[src/rtl/qpi_bus_arbiter_if.sv]
// Signal bundle between the QPI bus arbiter, its two masters and the shared pad group.
// The slave modport is the arbiter's view; the master modport is the masters/pad side.
interface qpi_bus_arbiter_if;
  logic       m0_req,   m1_req;
  logic       m0_gnt,   m1_gnt;
  logic       m0_csb,   m1_csb;
  logic       m0_sclk,  m1_sclk;
  logic [3:0] m0_io_oe, m1_io_oe;
  logic [3:0] m0_io_do, m1_io_do;
  logic [3:0] m0_io_di, m1_io_di;
  logic       m0_yield, m1_yield;
  logic       pad_csb0, pad_csb1;
  logic       pad_sclk;
  logic [3:0] pad_io_oe;
  logic [3:0] pad_io_do;
  logic [3:0] pad_io_di;
  logic       busy;

  modport slave (
    input  m0_req, m1_req, m0_csb, m1_csb, m0_sclk, m1_sclk,
    input  m0_io_oe, m1_io_oe, m0_io_do, m1_io_do, pad_io_di,
    output m0_gnt, m1_gnt, m0_io_di, m1_io_di, m0_yield, m1_yield,
    output pad_csb0, pad_csb1, pad_sclk, pad_io_oe, pad_io_do, busy
  );

  modport master (
    output m0_req, m1_req, m0_csb, m1_csb, m0_sclk, m1_sclk,
    output m0_io_oe, m1_io_oe, m0_io_do, m1_io_do, pad_io_di,
    input  m0_gnt, m1_gnt, m0_io_di, m1_io_di, m0_yield, m1_yield,
    input  pad_csb0, pad_csb1, pad_sclk, pad_io_oe, pad_io_do, busy
  );
endinterface

[src/rtl/qpi_bus_arbiter.sv]
// Two-master arbiter for a shared 4-bit QPI pad group: alternating priority on ties,
// transaction-safe release (waits for csb high) and an enforced undriven turnaround gap.
module qpi_bus_arbiter #(
  parameter int unsigned TURN_CYCLES = 2,
  parameter int unsigned HOLD_LIMIT  = 1024
) (
  input logic              clk,
  input logic              reset,
  qpi_bus_arbiter_if.slave bus
);

  localparam logic [1:0] StIdle = 2'd0;
  localparam logic [1:0] StGnt0 = 2'd1;
  localparam logic [1:0] StGnt1 = 2'd2;
  localparam logic [1:0] StTurn = 2'd3;

  // Counter is loaded with TURN_CYCLES-1 so the TURN state spans exactly TURN_CYCLES cycles.
  localparam logic [3:0]  TurnLoad  = 4'(TURN_CYCLES - 1);
  localparam logic [15:0] HoldLimit = 16'(HOLD_LIMIT);

  logic [1:0]  state_q, state_d;
  logic        last_q, last_d;
  logic [3:0]  turn_q, turn_d;
  logic [15:0] hold_q, hold_d;

  always_comb begin
    state_d = state_q;
    last_d  = last_q;
    turn_d  = turn_q;
    hold_d  = hold_q;
    case (state_q)
      StIdle: begin
        // On a tie, the master that was not served last wins.
        if (bus.m0_req && (!bus.m1_req || last_q)) begin
          state_d = StGnt0;
          hold_d  = '0;
        end else if (bus.m1_req) begin
          state_d = StGnt1;
          hold_d  = '0;
        end
      end
      StGnt0: begin
        if (!bus.m0_req && bus.m0_csb) begin
          state_d = StTurn;
          last_d  = 1'b0;
          turn_d  = TurnLoad;
        end else if (hold_q != 16'hFFFF) begin
          hold_d = hold_q + 16'd1;
        end
      end
      StGnt1: begin
        if (!bus.m1_req && bus.m1_csb) begin
          state_d = StTurn;
          last_d  = 1'b1;
          turn_d  = TurnLoad;
        end else if (hold_q != 16'hFFFF) begin
          hold_d = hold_q + 16'd1;
        end
      end
      default: begin
        if (turn_q == 4'd0) begin
          state_d = StIdle;
        end else begin
          turn_d = turn_q - 4'd1;
        end
      end
    endcase
  end

  always_ff @(posedge clk) begin
    if (reset) begin
      state_q <= StIdle;
      last_q  <= 1'b1;
      turn_q  <= '0;
      hold_q  <= '0;
    end else begin
      state_q <= state_d;
      last_q  <= last_d;
      turn_q  <= turn_d;
      hold_q  <= hold_d;
    end
  end

  logic gnt0, gnt1;
  assign gnt0 = (state_q == StGnt0);
  assign gnt1 = (state_q == StGnt1);

  always_comb begin
    bus.m0_gnt    = gnt0;
    bus.m1_gnt    = gnt1;
    bus.busy      = (state_q != StIdle);
    bus.m0_yield  = gnt0 && (hold_q >= HoldLimit) && bus.m1_req;
    bus.m1_yield  = gnt1 && (hold_q >= HoldLimit) && bus.m0_req;
    bus.pad_csb0  = 1'b1;
    bus.pad_csb1  = 1'b1;
    bus.pad_sclk  = 1'b0;
    bus.pad_io_oe = '0;
    bus.pad_io_do = '0;
    bus.m0_io_di  = '0;
    bus.m1_io_di  = '0;
    if (gnt0) begin
      bus.pad_csb0  = bus.m0_csb;
      bus.pad_sclk  = bus.m0_sclk;
      bus.pad_io_oe = bus.m0_io_oe;
      bus.pad_io_do = bus.m0_io_do;
      bus.m0_io_di  = bus.pad_io_di;
    end else if (gnt1) begin
      bus.pad_csb1  = bus.m1_csb;
      bus.pad_sclk  = bus.m1_sclk;
      bus.pad_io_oe = bus.m1_io_oe;
      bus.pad_io_do = bus.m1_io_do;
      bus.m1_io_di  = bus.pad_io_di;
    end
  end

endmodule

[src/flat_wrapper.sv]
// flat-port wrapper written by rule: the top's interface ports become plain ports
module qpi_bus_arbiter_flat 
#(
  parameter int unsigned TURN_CYCLES = 2,
  parameter int unsigned HOLD_LIMIT  = 1024
)
  (clk, reset, bus_m0_req, bus_m1_req, bus_m0_csb, bus_m1_csb, bus_m0_sclk, bus_m1_sclk, bus_m0_io_oe, bus_m1_io_oe, bus_m0_io_do, bus_m1_io_do, bus_pad_io_di, bus_m0_gnt, bus_m1_gnt, bus_m0_io_di, bus_m1_io_di, bus_m0_yield, bus_m1_yield, bus_pad_csb0, bus_pad_csb1, bus_pad_sclk, bus_pad_io_oe, bus_pad_io_do, bus_busy);
  qpi_bus_arbiter_if bus_i ();
  input logic clk;
  input logic reset;
  input wire logic [$bits(bus_i.m0_req)-1:0] bus_m0_req;
  input wire logic [$bits(bus_i.m1_req)-1:0] bus_m1_req;
  input wire logic [$bits(bus_i.m0_csb)-1:0] bus_m0_csb;
  input wire logic [$bits(bus_i.m1_csb)-1:0] bus_m1_csb;
  input wire logic [$bits(bus_i.m0_sclk)-1:0] bus_m0_sclk;
  input wire logic [$bits(bus_i.m1_sclk)-1:0] bus_m1_sclk;
  input wire logic [$bits(bus_i.m0_io_oe)-1:0] bus_m0_io_oe;
  input wire logic [$bits(bus_i.m1_io_oe)-1:0] bus_m1_io_oe;
  input wire logic [$bits(bus_i.m0_io_do)-1:0] bus_m0_io_do;
  input wire logic [$bits(bus_i.m1_io_do)-1:0] bus_m1_io_do;
  input wire logic [$bits(bus_i.pad_io_di)-1:0] bus_pad_io_di;
  output wire logic [$bits(bus_i.m0_gnt)-1:0] bus_m0_gnt;
  output wire logic [$bits(bus_i.m1_gnt)-1:0] bus_m1_gnt;
  output wire logic [$bits(bus_i.m0_io_di)-1:0] bus_m0_io_di;
  output wire logic [$bits(bus_i.m1_io_di)-1:0] bus_m1_io_di;
  output wire logic [$bits(bus_i.m0_yield)-1:0] bus_m0_yield;
  output wire logic [$bits(bus_i.m1_yield)-1:0] bus_m1_yield;
  output wire logic [$bits(bus_i.pad_csb0)-1:0] bus_pad_csb0;
  output wire logic [$bits(bus_i.pad_csb1)-1:0] bus_pad_csb1;
  output wire logic [$bits(bus_i.pad_sclk)-1:0] bus_pad_sclk;
  output wire logic [$bits(bus_i.pad_io_oe)-1:0] bus_pad_io_oe;
  output wire logic [$bits(bus_i.pad_io_do)-1:0] bus_pad_io_do;
  output wire logic [$bits(bus_i.busy)-1:0] bus_busy;
  assign bus_i.m0_req = bus_m0_req;
  assign bus_i.m1_req = bus_m1_req;
  assign bus_i.m0_csb = bus_m0_csb;
  assign bus_i.m1_csb = bus_m1_csb;
  assign bus_i.m0_sclk = bus_m0_sclk;
  assign bus_i.m1_sclk = bus_m1_sclk;
  assign bus_i.m0_io_oe = bus_m0_io_oe;
  assign bus_i.m1_io_oe = bus_m1_io_oe;
  assign bus_i.m0_io_do = bus_m0_io_do;
  assign bus_i.m1_io_do = bus_m1_io_do;
  assign bus_i.pad_io_di = bus_pad_io_di;
  assign bus_m0_gnt = bus_i.m0_gnt;
  assign bus_m1_gnt = bus_i.m1_gnt;
  assign bus_m0_io_di = bus_i.m0_io_di;
  assign bus_m1_io_di = bus_i.m1_io_di;
  assign bus_m0_yield = bus_i.m0_yield;
  assign bus_m1_yield = bus_i.m1_yield;
  assign bus_pad_csb0 = bus_i.pad_csb0;
  assign bus_pad_csb1 = bus_i.pad_csb1;
  assign bus_pad_sclk = bus_i.pad_sclk;
  assign bus_pad_io_oe = bus_i.pad_io_oe;
  assign bus_pad_io_do = bus_i.pad_io_do;
  assign bus_busy = bus_i.busy;
  qpi_bus_arbiter #(.TURN_CYCLES(TURN_CYCLES), .HOLD_LIMIT(HOLD_LIMIT)) u_core (.clk(clk), .reset(reset), .bus(bus_i));
endmodule
[config.mk]
export PLATFORM = sky130hd
export DESIGN_NAME = qpi_bus_arbiter_flat
export DESIGN_NICKNAME = d
export VERILOG_FILES = /design/src/rtl/qpi_bus_arbiter_if.sv /design/src/rtl/qpi_bus_arbiter.sv /design/src/flat_wrapper.sv
export SDC_FILE = /design/constraint.sdc
export NUM_CORES = 1
export LEC_CHECK = 0
export ABC_AREA = 0
export BUFFER_PORTS_ARGS = -buffer_cell sky130_fd_sc_hd__buf_2
export CELL_PAD_IN_SITES_DETAIL_PLACEMENT = 0
export CELL_PAD_IN_SITES_GLOBAL_PLACEMENT = 1
export CORE_UTILIZATION = 36
export CTS_CLUSTER_DIAMETER = 30
export DETAILED_ROUTE_END_ITERATION = 8
export PLACE_DENSITY = 0.91
export SYNTH_ARGS = -nofsm -noshare
export SYNTH_HDL_FRONTEND = slang
export SYNTH_SLANG_ARGS = --single-unit
[constraint.sdc]
create_clock -name clk -period 2.8 [get_ports clk]
set_input_delay 0.84 -clock clk [delete_from_list [all_inputs] [get_ports clk]]
set_output_delay 0.84 -clock clk [all_outputs]
set_load 0.1 [all_outputs]
* After elaboration in Yosys (flattened, before gate mapping)
Index checks and enable logic that the tools add are counted.
** Storage, ports and cells
- Register bits after elaboration :: 23
- Word-level logic and storage cells :: 68
** Cells by class
- Add/subtract/negate cells :: 2
- Order comparisons :: 1
- Equal/unequal tests :: 9
- Muxes and demuxes :: 31
- Bitwise gates (word level) :: 1
- Reductions and logical operators :: 20
** Operator list (number)
- $mux W16 :: 5
- $pmux W16 S3 :: 1
- $mux W4 :: 10
- $add A16 B1 Y16 const B :: 1
- $ge A16 B11 Y1 const B :: 1
- $ne A16 B16 Y1 const B :: 1
- $pmux W4 S3 :: 1
- $reduce_and A4 Y1 :: 3
- $mux W2 :: 5
- $ne A2 B2 Y1 const B :: 4
- $logic_and A1 B1 Y1 :: 7
- $mux W1 :: 7
- $pmux W2 S3 :: 1
- $logic_not A4 Y1 :: 1
- $reduce_bool A2 Y1 :: 2
- $reduce_bool A4 Y1 :: 1
- $sub A4 B1 Y4 const B :: 1
- $ne A3 B1 Y1 const B :: 1
- $ne A3 B2 Y1 const B :: 1
- $reduce_and A3 Y1 :: 1
- $reduce_bool A3 Y1 :: 1
- $eq A2 B1 Y1 const B :: 1
- $eq A2 B2 Y1 const B :: 1
- $logic_not A1 Y1 :: 2
- 4 further kinds :: 4

* Longest topological paths before layout
Gate-level depths: netlist of run 1.
- Depth after elaboration :: 5
- Mapped depth :: 8
- Gate-level depth less buffers :: 7

* Worst setup path before layout of run 1
No wires, ideal clock.
- Path kind :: reg2out
- Start :: register u_core.state_q[1]
- End :: output bus_pad_io_do[2]
- Data arrival time :: 3653 ps
- Slack :: -1693 ps
- Cell stages (with the launch flop) :: 6
- Buffers on the path :: 2
- Cell sequence :: dfxtp_1 inv_1 ha_1 clkbuf_1 clkbuf_1 o21ai_0
** On the way
- Elaborated cells between the ends (all ways) :: 4
- Classes of those cells :: 2 x eq/ne; 2 x mux
** RTL lines
- start: declaration :: RTL line qpi_bus_arbiter.sv:21 : logic [1:0] state_q, state_d;
- start signal: assignment :: RTL line qpi_bus_arbiter.sv:72 : state_q <= StIdle;
- start signal: assignment :: RTL line qpi_bus_arbiter.sv:77 : state_q <= state_d;
- $eq A2 B1 Y1 :: RTL line qpi_bus_arbiter.sv:85 : assign gnt0 = (state_q == StGnt0);
- via bus_m0_gnt :: RTL line flat_wrapper.sv:22 : output wire logic [$bits(bus_i.m0_gnt)-1:0] bus_m0_gnt;
- $mux W4 :: RTL line qpi_bus_arbiter.sv:101 : if (gnt0) begin
- end: declaration :: RTL line flat_wrapper.sv:32 : output wire logic [$bits(bus_i.pad_io_do)-1:0] bus_pad_io_do;
The timed path passes the listed nets, and every way through them passes these cells.

* Worst setup path in the final report of run 1
- Start :: register u_core.state_q[1]
- End :: output bus_pad_sclk
** On the way
- Word-level cells in the longest chain between the ends :: 3
- Elaborated cells between the ends (all ways) :: 4
- Classes of those cells :: 2 x eq/ne; 2 x mux
** Ends and longest elaborated chain
- $eq A2 B2 Y1 :: RTL line qpi_bus_arbiter.sv:86 : assign gnt1 = (state_q == StGnt1);
- $mux W1 :: RTL line qpi_bus_arbiter.sv:107 : end else if (gnt1) begin
- $mux W1 * :: RTL line qpi_bus_arbiter.sv:101
- end: declaration :: RTL line flat_wrapper.sv:30 : output wire logic [$bits(bus_i.pad_sclk)-1:0] bus_pad_sclk;
Every way passes the cells marked *; elsewhere a longest branch is shown, timed or not.

==> results of run 1 <==
==> sequential cells by signal, indices dropped and copies added, names as in the netlist <==
signal          cells
u_core.state_q      2
u_core.turn_q       4
u_core.last_q       1
u_core.hold_q      16
==> what timing repair did <==
action	4_1_cts	5_1_grt
resized for setup	0	1
setup buffers	0	0
endpoints found under the setup margin	0	1
==> worst max-delay path, cell delays in order, from the launching register on <==
cell	delay, ns
dfxtp_1	0.45
inv_1	0.13
ha_4	0.27
nor2b_1	0.13
buf_4	0.22
a22o_2	0.20
buf_12	0.17
==> stage by stage <==
stage | utilization, % | cell area (um^2) | TNS, ns
2_1_floorplan | - | 1760 | -0.258
3_3_place_gp | 50.8 | 2230 | 0
3_5_place_dp | 50.8 | 2230 | 0
4_1_cts | 51.9 | 2270 | 0
5_1_grt | 51.9 | 2280 | 0
6_report | 51.9 | 2280 | 0
==> power groups by stage <==
stage	clock network (mW)	logic, mW	registers (mW)
2_1_floorplan	0	1.75	0.424
3_5_place_dp	0	2.27	0.437
4_1_cts	0.220	2.27	0.429
3_3_place_gp	0	2.26	0.433
6_report	0.217	2.27	0.430
5_1_grt	0.233	2.39	0.439
==> area by class of cell <==
cell class	instances	area (um^2)	area share (%)
Sequential cell	23	460	20.2
Inverter	19	71.3	3.13
Clock inverter	1	7.51	0.330
Clock buffer	3	41.3	1.81
Tap cell	52	65.1	2.86
Timing Repair Buffer	53	453	19.9
Multi-Input combinational cell	156	1180	51.8
==> worst min path at each step <==
stage / slack (ns) / to
5_1_grt: 0.52 / u_core.turn_q[0]
4_1_cts: 0.50 / u_core.turn_q[1]
6_report: 0.49 / u_core.turn_q[1]
3_5_place_dp: 0.49 / u_core.turn_q[1]
2_1_floorplan: 0.46 / u_core.turn_q[0]
3_3_place_gp: 0.49 / u_core.turn_q[1]
==> cells in the final DEF, fill, tap and decap left out, drive strengths merged, types with 7 or more instances in the layout <==
master | synthesis | layout
dfxtp | 23 | 23
nand2b | 7 | 7
and2 | 9 | 9
or4 | 12 | 12
nor2 | 7 | 7
nand3 | 7 | 7
a21oi | 23 | 23
a22o | 9 | 9
nand2 | 10 | 10
buf | 4 | 52
inv | 19 | 19
o21ai | 13 | 13
ha | 8 | 8
==> routing by layer <==
layer,vias up,part of all wire (%)
met5,-,0
met4,0,0.48
met3,2,4.3
met2,45,48
met1,784,47
li1,857,-
==> kinds of logic after synthesis <==
family | after synthesis
AOI/OAI and AO/OA | 65
adders and majority gates | 8
buffers and inverters | 29
DFF | 23
muxes | 2
and+or+nand+nor | 81
==> flow_metrics.env, run 1 <==
export IMPL_min_from="u_core.turn_q[1]"
export IMPL_synthFlopType="dfxtp_1"
export IMPL_p_total_mw=2.92
export IMPL_areaGrowthSynthToFinish_pct=38.6
export IMPL_synth_top_area_share_pct=28.0
export IMPL_syn_nets=244
export IMPL_fmax_ghz=0.373
export IMPL_critPathLaunchType="flip-flop"
export IMPL_p_sw_mw=1.71
export IMPL_synth_fa_ha_area_share_pct=6.09
export IMPL_r2r_cells=7
export IMPL_p_leak_nw=0.884
export IMPL_worstMarginPinSlew_ns=0.694
export IMPL_holdCritPathClass="reg2reg"
export IMPL_synth_area_um2=1640
export IMPL_antenna_found_initial=0
export IMPL_required_ns=1.96
export IMPL_layout_cells_non_filler=307
export IMPL_clk_latency_ns=0.27
export IMPL_synth_largest_area_cell="dfxtp_1"
export IMPL_holdPathStages=2
export IMPL_fin_crit_sh_pct=95.7
export IMPL_yosys_area_share_simple_pct=30.8
export IMPL_dieArea_um2=4840
export IMPL_hold_viol_final=0
export IMPL_crit_end="bus_pad_sclk"
export IMPL_p_clk_share_pct=7.4
export IMPL_slew_viol_final=0
export IMPL_clk_pin_slew_ns=0.08
export IMPL_holdWs_ns=0.495
export IMPL_grt_overflow_total=0
export IMPL_rows=24
export IMPL_ant_nets=0
export IMPL_synth_async_sr_flop_share_pct=0
export IMPL_grt_pass1_vias=1532
export IMPL_status="completed"
export IMPL_worstReg2RegStart="u_core.state_q[0]"
export IMPL_placedCellCount=303
export IMPL_grt_util_met2_pct=30.9
export IMPL_synth_cell_types=47
export IMPL_drive_above_1_share_pct=34.5
export IMPL_power_density_nw_per_um2=1280
export IMPL_grt_util_met1_pct=24.1
export IMPL_io_pins=52
export IMPL_drc=0
export IMPL_rsz0062_at_grt="false"
export IMPL_fillers=432
export IMPL_synth_seq_cells=23
export IMPL_period_needed_ns=2.68
export IMPL_endpoint_kind="primary output"
export IMPL_max_cap_violations=0
export IMPL_portBuffers=51
export IMPL_cts_tree="built"
export IMPL_wl_per_cell_um=14.4
export IMPL_cts_hold_buf=0
export IMPL_synth_area_leaders="dfxtp_1, a21oi_1, ha_1"
export IMPL_first_pass_iters=4
export IMPL_crit_path_start="u_core.state_q[1]"
export IMPL_die_y_um=69.6
export IMPL_synth_xor_area_share_pct=0
export IMPL_grt_usage_pct=18.0
export IMPL_setup_viol_count_final=0
export IMPL_hpwl_mm=3.21
export IMPL_sw_frac_of_total_pct=58.7
export IMPL_clockRootBuffer="clkbuf_8"
export IMPL_grt_busiest_layer="met2"
export IMPL_path_max_fanout=21
export IMPL_relSlewSlack_pct=53.1
export IMPL_clock_skew_ns=0.0195
export IMPL_ir_drop_v=0.000559
export IMPL_intPower_mw=1.21
export IMPL_cts_htree_levels=1
export IMPL_initial_core_util_pct=37.5
export IMPL_rr_endpoint="u_core.hold_q[11]"
export IMPL_worstPathArrival_ns=1.84
export IMPL_pwr_share_seq_pct=14.7
export IMPL_core_um2=4380
export IMPL_synth_common_cells="a21oi_1, dfxtp_1, inv_1"
export IMPL_ys_warn_count=0
export IMPL_gp_congestion=0.826
export IMPL_viasPerCell=5.50
export IMPL_synth_edf_count=0
export IMPL_netlist_instances=208
export IMPL_crit_type="reg2out"
export IMPL_fin_nets=292
export IMPL_n_antenna_cell=0
export IMPL_synth_area_mux_share_pct=1.22
export IMPL_pwr_share_comb_pct=77.8
export IMPL_dr_first_iter_drc_count=57
export IMPL_reg2reg_slack_ns=0.39
export IMPL_grt_pass1_wl_mm=7.34
export IMPL_setup_ws_ns=0.119
export IMPL_pre_cts_slack_ns=0.361
export IMPL_numClockSinks=23
export IMPL_synth_avg_cell_area_um2=7.90
export IMPL_cts_path_max_buffers=2
export IMPL_synth_top_family_by_area="simple AND/OR/NAND/NOR gates"
export IMPL_die_width_um=69.6
export IMPL_gr_usage_met3_pct=2.62
export IMPL_yosysSeqAreaShare_pct=28.0
export IMPL_cts_buffers=3
export IMPL_wirelength_mm=4.41
export IMPL_grt_max_degree=32
export IMPL_vias=1688
export IMPL_synth_compound_gate_area_share_pct=26.5
(Power assumes the default switching activity.)
==> run 2, diff against run 1 <==
--- a/config.mk
+++ b/config.mk
@@ -9,10 +9,12 @@
 export BUFFER_PORTS_ARGS = -buffer_cell sky130_fd_sc_hd__buf_2
 export CELL_PAD_IN_SITES_DETAIL_PLACEMENT = 0
 export CELL_PAD_IN_SITES_GLOBAL_PLACEMENT = 1
-export CORE_UTILIZATION = 36
+export CORE_UTILIZATION = 38
+export CTS_BUF_LIST = sky130_fd_sc_hd__clkbuf_8
 export CTS_CLUSTER_DIAMETER = 30
 export DETAILED_ROUTE_END_ITERATION = 8
-export PLACE_DENSITY = 0.91
+export PLACE_DENSITY = 0.95
 export SYNTH_ARGS = -nofsm -noshare
 export SYNTH_HDL_FRONTEND = slang
 export SYNTH_SLANG_ARGS = --single-unit
+export TNS_END_PERCENT = 50
==> run 2 against run 1 <==
  * Largest power group unchanged
  * Via count rose by 0.77%
  * First-iteration DRC count fell by 33%
  * Critical path depth did not move
  * Power fell by 0.96%
  * Hold slack improved by 0.0089 ns
  * Fmax fell by 0.29%
  * Sequential share of layout area rose by 0.078 points
  * Flip-flop and latch count did not move
  * Die area fell by 5.1%
  * Critical endpoint unchanged
  * Register-to-register slack got worse by 0.04 ns
==> flow_metrics.env, run 2 (synthesized netlist as in run 1, its figures left out) <==
export IMPL_status="completed"
export IMPL_crit_cells=6
export IMPL_rsz0062_at_grt="false"
export IMPL_max_stage_delay_ns=0.45
export IMPL_grt_pass1_vias=1433
export IMPL_fin_nets=292
export IMPL_wirelength_mm=4.10
export IMPL_slew_viol_final=0
export IMPL_r2r_cells=7
export IMPL_hpwl_mm=3.03
export IMPL_hold_viol_final=0
export IMPL_setup_ws_ns=0.112
export IMPL_die_width_um=67.8
export IMPL_period_needed_ns=2.69
export IMPL_dieArea_um2=4590
export IMPL_viasPerCell=5.58
export IMPL_crit_family="buffers and inverters"
export IMPL_layout_commonest_cell="buf_2"
export IMPL_reg_top3="u_core.hold_q (16), u_core.turn_q (4), u_core.state_q (2)"
export IMPL_die_y_um=67.8
export IMPL_p_leak_nw=0.888
export IMPL_worstMarginPinSlew_ns=0.687
export IMPL_setup_viol_count_final=0
export IMPL_min_from="u_core.hold_q[5]"
export IMPL_crit_end="bus_pad_sclk"
export IMPL_io_pins=52
export IMPL_ant_nets=0
export IMPL_holdCritPathClass="reg2reg"
export IMPL_worstPathCellList="inv_1 > ha_4 > nor2b_1 > buf_4 > a22o_1 > buf_12"
export IMPL_areaGrowthSynthToFinish_pct=38.1
export IMPL_cts_buffers=3
export IMPL_n_antenna_cell=0
export IMPL_cts_path_max_buffers=2
export IMPL_critPathLaunchType="flip-flop"
export IMPL_dr_first_iter_drc_count=38
export IMPL_crit_type="reg2out"
export IMPL_cts_htree_levels=1
export IMPL_drive_above_1_share_pct=33.3
export IMPL_first_pass_iters=4
export IMPL_rr_endpoint="u_core.hold_q[15]"
export IMPL_regMostFlops="u_core.hold_q"
export IMPL_grt_busiest_layer="met2"
export IMPL_power_density_nw_per_um2=1270
export IMPL_grt_pass1_wl_mm=6.33
export IMPL_endpoint_kind="primary output"
export IMPL_core_um2=4090
export IMPL_worstPathArrival_ns=1.85
export IMPL_dpl_cell_area_um2=2220
export IMPL_clockRootBuffer="clkbuf_8"
export IMPL_grt_util_met1_pct=23.2
export IMPL_gr_usage_met3_pct=3.72
export IMPL_worstReg2RegStart="u_core.state_q[0]"
export IMPL_pre_cts_slack_ns=0.351
export IMPL_antenna_found_initial=0
export IMPL_fillers=381
export IMPL_grt_max_degree=32
export IMPL_wl_per_cell_um=13.5
export IMPL_ir_drop_v=0.000708
export IMPL_vias=1701
export IMPL_clk_latency_ns=0.27
export IMPL_fmax_ghz=0.372
export IMPL_path_max_fanout=21
export IMPL_fin_crit_sh_pct=96.0
export IMPL_largest_register_ffs=16
export IMPL_holdPathStages=2
export IMPL_crit_path_start="u_core.state_q[1]"
export IMPL_clk_pin_slew_ns=0.08
export IMPL_final_area_um2=2270
export IMPL_relSlewSlack_pct=53.6
export IMPL_required_ns=1.96
export IMPL_cts_tree="built"
export IMPL_drc=0
export IMPL_grt_util_met2_pct=29.2
export IMPL_slowest_stage="dfxtp_1"
export IMPL_clock_skew_ns=0.00589
export IMPL_max_cap_violations=0
export IMPL_gp_congestion=0.775
export IMPL_reg2reg_slack_ns=0.35
export IMPL_initial_core_util_pct=40.2
export IMPL_portBuffers=51
export IMPL_cts_hold_buf=0
export IMPL_placedCellCount=301
export IMPL_grt_usage_pct=17.8
export IMPL_numClockSinks=23
export IMPL_rows=23
export IMPL_final_cell_mix="buf_2, a21oi_1, dfxtp_1, inv_1, buf_12"
export IMPL_grt_overflow_total=0
export IMPL_path_buf_inv=3
export IMPL_layout_cells_non_filler=305
export IMPL_tns_ns=0
## run 2: changes by cell type in the layout (fill, tap and decap cells not counted), sizes merged
cell,before,now
inv,19,20
clkinvlp,1,0
## run 2: worst min-delay path by stage
stage | to | slack, ns
2_1_floorplan | u_core.turn_q[0] | 0.46
3_3_place_gp | u_core.hold_q[5] | 0.48
3_5_place_dp | u_core.hold_q[5] | 0.50
4_1_cts | u_core.hold_q[5] | 0.51
5_1_grt | u_core.turn_q[1] | 0.52
6_report | u_core.hold_q[5] | 0.50
## run 2: area by class of cell
class / instances / area [um^2] / share of cell area [%]
Inverter: 19 / 71.3 / 3.14
Clock inverter: 1 / 3.75 / 0.165
Clock buffer: 3 / 41.3 / 1.82
Tap cell: 50 / 62.6 / 2.76
Multi-Input combinational cell: 156 / 1180 / 51.8
Timing Repair Buffer: 53 / 453 / 20.0
Sequential cell: 23 / 460 / 20.3
## run 2: timing repair
action,4_1_cts,5_1_grt
endpoints found under the setup margin,0,1
resized for setup,0,1
setup buffers,0,0
## run 2: power by group
part | total [mW] | internal (mW) | switching, mW
Clock | 0.205 | 0.0981 | 0.107
Sequential | 0.429 | 0.375 | 0.0545
Combinational | 2.26 | 0.730 | 1.53
Total | 2.89 | 1.20 | 1.69
## run 2: per-layer routing
layer / vias to the layer above / share of wire (%) / wire (um)
met5: - / 0 / 0
met4: 0 / 1.1 / 44
met3: 4 / 6.8 / 278
met2: 55 / 46 / 1900
met1: 783 / 46 / 1880
li1: 859 / - / -
## run 2: worst register-to-register path: stages (launching register included)
cell     delay (ns)
dfxtp_1        0.45
inv_1          0.13
ha_1           0.46
nand4_1        0.16
or4_4          0.15
nand4_2        0.31
or4_1          0.57
a21oi_1        0.15
## run 2: through the flow
| stage | hold slack (ns) | util, % | total power [mW] |
|---|---|---|---|
| 6_report | 0.504 | 55.5 | 2.89 |
| 5_1_grt | 0.522 | 55.5 | 3.05 |
| 4_1_cts | 0.508 | 55.5 | 2.90 |
| 3_5_place_dp | 0.495 | 54.3 | 2.69 |
| 3_3_place_gp | 0.483 | 54.3 | 2.68 |
| 2_1_floorplan | 0.460 | - | 2.17 |
==> run 3, diff against run 2 <==
--- a/config.mk
+++ b/config.mk
@@ -9,7 +9,7 @@
 export BUFFER_PORTS_ARGS = -buffer_cell sky130_fd_sc_hd__buf_2
 export CELL_PAD_IN_SITES_DETAIL_PLACEMENT = 0
 export CELL_PAD_IN_SITES_GLOBAL_PLACEMENT = 1
-export CORE_UTILIZATION = 38
+export CORE_UTILIZATION = 41
 export CTS_BUF_LIST = sky130_fd_sc_hd__clkbuf_8
 export CTS_CLUSTER_DIAMETER = 30
 export DETAILED_ROUTE_END_ITERATION = 8
==> constraint.sdc (replaced) <==
create_clock -name clk -period 3.29 [get_ports clk]
set_input_delay 0.987 -clock clk [delete_from_list [all_inputs] [get_ports clk]]
set_output_delay 0.987 -clock clk [all_outputs]
set_load 0.1 [all_outputs]
==> run 3 against run 2 <==
  * First-iteration DRC count grew 120%
  * Register-to-register slack gained 0.52 ns
  * Final cell count shrank 0.66%
  * Count of clock-buffer cells in the layout is the same
  * Sequential power shrank 16%
  * Global-route usage grew 1.1 points
  * Highest routed layer unchanged
  * Via count grew 0.71%
  * Hold slack lost 0.010 ns
  * Clock power shrank 13%
  * Combinational power shrank 22%
  * Clock skew shrank 0.0035 ns
==> flow_metrics.env, run 3 (synthesized netlist as in run 1, its figures left out) <==
export IMPL_status="completed"
export IMPL_viasPerCell=5.65
export IMPL_grt_max_degree=32
export IMPL_hpwl_mm=2.90
export IMPL_numClockSinks=23
export IMPL_clk_latency_ns=0.27
export IMPL_reg_top3="u_core.hold_q (16), u_core.turn_q (4), u_core.state_q (2)"
export IMPL_regMostFlops="u_core.hold_q"
export IMPL_fin_crit_sh_pct=90.4
export IMPL_vias=1713
export IMPL_min_from="u_core.turn_q[0]"
export IMPL_die_width_um=65.3
export IMPL_fmax_ghz=0.336
export IMPL_core_um2=3740
export IMPL_worstPathCellList="inv_1 > ha_2 > nor2b_1 > buf_4 > and2_1 > buf_2"
export IMPL_grt_util_met2_pct=32.1
export IMPL_endpoint_kind="primary output"
export IMPL_cts_tree="built"
export IMPL_power_density_nw_per_um2=1090
export IMPL_holdWs_ns=0.493
export IMPL_first_pass_iters=5
export IMPL_grt_busiest_layer="met2"
export IMPL_cts_resized=0
export IMPL_gr_usage_met3_pct=3.30
export IMPL_grt_usage_pct=18.8
export IMPL_fillers=367
export IMPL_die_y_um=65.3
export IMPL_largest_register_ffs=16
export IMPL_p_total_mw=2.31
export IMPL_wl_per_cell_um=13.1
export IMPL_setup_viol_count_final=0
export IMPL_drc=0
export IMPL_grt_pass1_wl_mm=6.31
export IMPL_fin_nets=292
export IMPL_holdPathStages=1
export IMPL_cts_path_max_buffers=2
export IMPL_path_max_fanout=21
export IMPL_initial_core_util_pct=43.9
export IMPL_n_antenna_cell=0
export IMPL_slowest_stage="dfxtp_1"
export IMPL_rr_endpoint="u_core.hold_q[13]"
export IMPL_pre_cts_slack_ns=0.595
export IMPL_io_pins=52
export IMPL_r2r_cells=7
export IMPL_areaGrowthSynthToFinish_pct=28.5
export IMPL_clock_skew_ns=0.00238
export IMPL_critPathLaunchType="flip-flop"
export IMPL_p_leak_nw=0.829
export IMPL_tns_ns=0
export IMPL_grt_util_met1_pct=22.7
export IMPL_antenna_found_initial=0
export IMPL_layout_cells_non_filler=303
export IMPL_clk_pin_slew_ns=0.08
export IMPL_grt_pass1_vias=1441
export IMPL_worstMarginPinSlew_ns=0.679
export IMPL_grt_overflow_total=0
export IMPL_cts_htree_levels=1
export IMPL_post_cts_buffers=0
export IMPL_final_cell_mix="buf_2, a21oi_1, dfxtp_1, inv_1, or4_1"
export IMPL_portBuffers=51
export IMPL_dieArea_um2=4260
export IMPL_rsz0062_at_grt="false"
export IMPL_setup_ws_ns=0.315
export IMPL_wirelength_mm=3.96
export IMPL_holdPathEnd="u_core.turn_q[0]"
export IMPL_gp_congestion=0.800
export IMPL_max_cap_violations=0
export IMPL_holdCritPathClass="reg2reg"
export IMPL_period_needed_ns=2.98
export IMPL_rows=22
export IMPL_multi_input_area_um2=1080
export IMPL_cts_buffers=3
export IMPL_dr_first_iter_drc_count=84
export IMPL_hold_viol_final=0
export IMPL_drive_above_1_share_pct=31.4
export IMPL_clockRootBuffer="clkbuf_8"
export IMPL_ir_drop_v=0.000415
export IMPL_placedCellCount=299
export IMPL_relSlewSlack_pct=54.1
export IMPL_max_stage_delay_ns=0.43
export IMPL_layout_commonest_cell="buf_2"
export IMPL_crit_type="reg2out"
export IMPL_slew_viol_final=0
export IMPL_ant_nets=0
export IMPL_worstReg2RegStart="u_core.state_q[0]"
export IMPL_worstPathArrival_ns=1.99
export IMPL_reg2reg_slack_ns=0.87
export IMPL_ff_latch_area_um2=460
export IMPL_cts_hold_buf=0
export IMPL_required_ns=2.30
run 3: cell count changes in the layout (fill, tap and decap cells not counted), sizes merged:
cell,before,now
inv,20,19
clkbuf,4,3
clkinv,0,1
buf,52,53
run 3: where the power goes:
part,switching [mW],internal (mW),leakage [nW]
Sequential,0.0422,0.319,0.187
Clock,0.0947,0.0848,0.0255
Combinational,1.26,0.510,0.617
run 3: area by class of cell:
type / instances / share of cell area (%)
clock buffers: 3 / 1.96
clock inverters: 1 / 0.237
inverters: 19 / 3.38
multi-input cells: 156 / 51.3
flip-flops and latches: 23 / 21.8
well taps: 48 / 2.85
repair buffers: 53 / 18.5
run 3: how the worst max path moves through the flow:
stage,slack [ns],end,startpoint,depth (start not counted)
after floorplan,-0.05,bus_m1_io_di[2],u_core.state_q[1],6
after global placement,0.62,bus_m1_yield,bus_m0_req,3
after detailed placement,0.59,bus_m1_io_di[2],u_core.state_q[1],6
after CTS,0.28,bus_m1_io_di[2],u_core.state_q[1],6
after global routing,0.18,bus_m1_io_di[2],u_core.state_q[1],6
final,0.31,bus_m1_io_di[2],u_core.state_q[1],6
run 3: worst max-delay path: cells and delay by family, from the launching register on:
family	cells	cell delay (ns)
fa+ha+maj	1	0.30
flops	1	0.43
buf+inv	3	0.69
simple gates	2	0.28
run 3: per-stage QoR:
step           instance area (um^2)  util [%]
2_1_floorplan                  1660         -
3_3_place_gp                   2060      55.1
3_5_place_dp                   2060      55.1
4_1_cts                        2110      56.4
5_1_grt                        2110      56.4
6_report                       2110      56.4
run 3: metal layers:
layer / vias to the layer above / share of wire (%)
met5: - / 0
met2: 55 / 46
met3: 5 / 6.9
met4: 0 / 1.9
li1: 863 / -
met1: 790 / 45
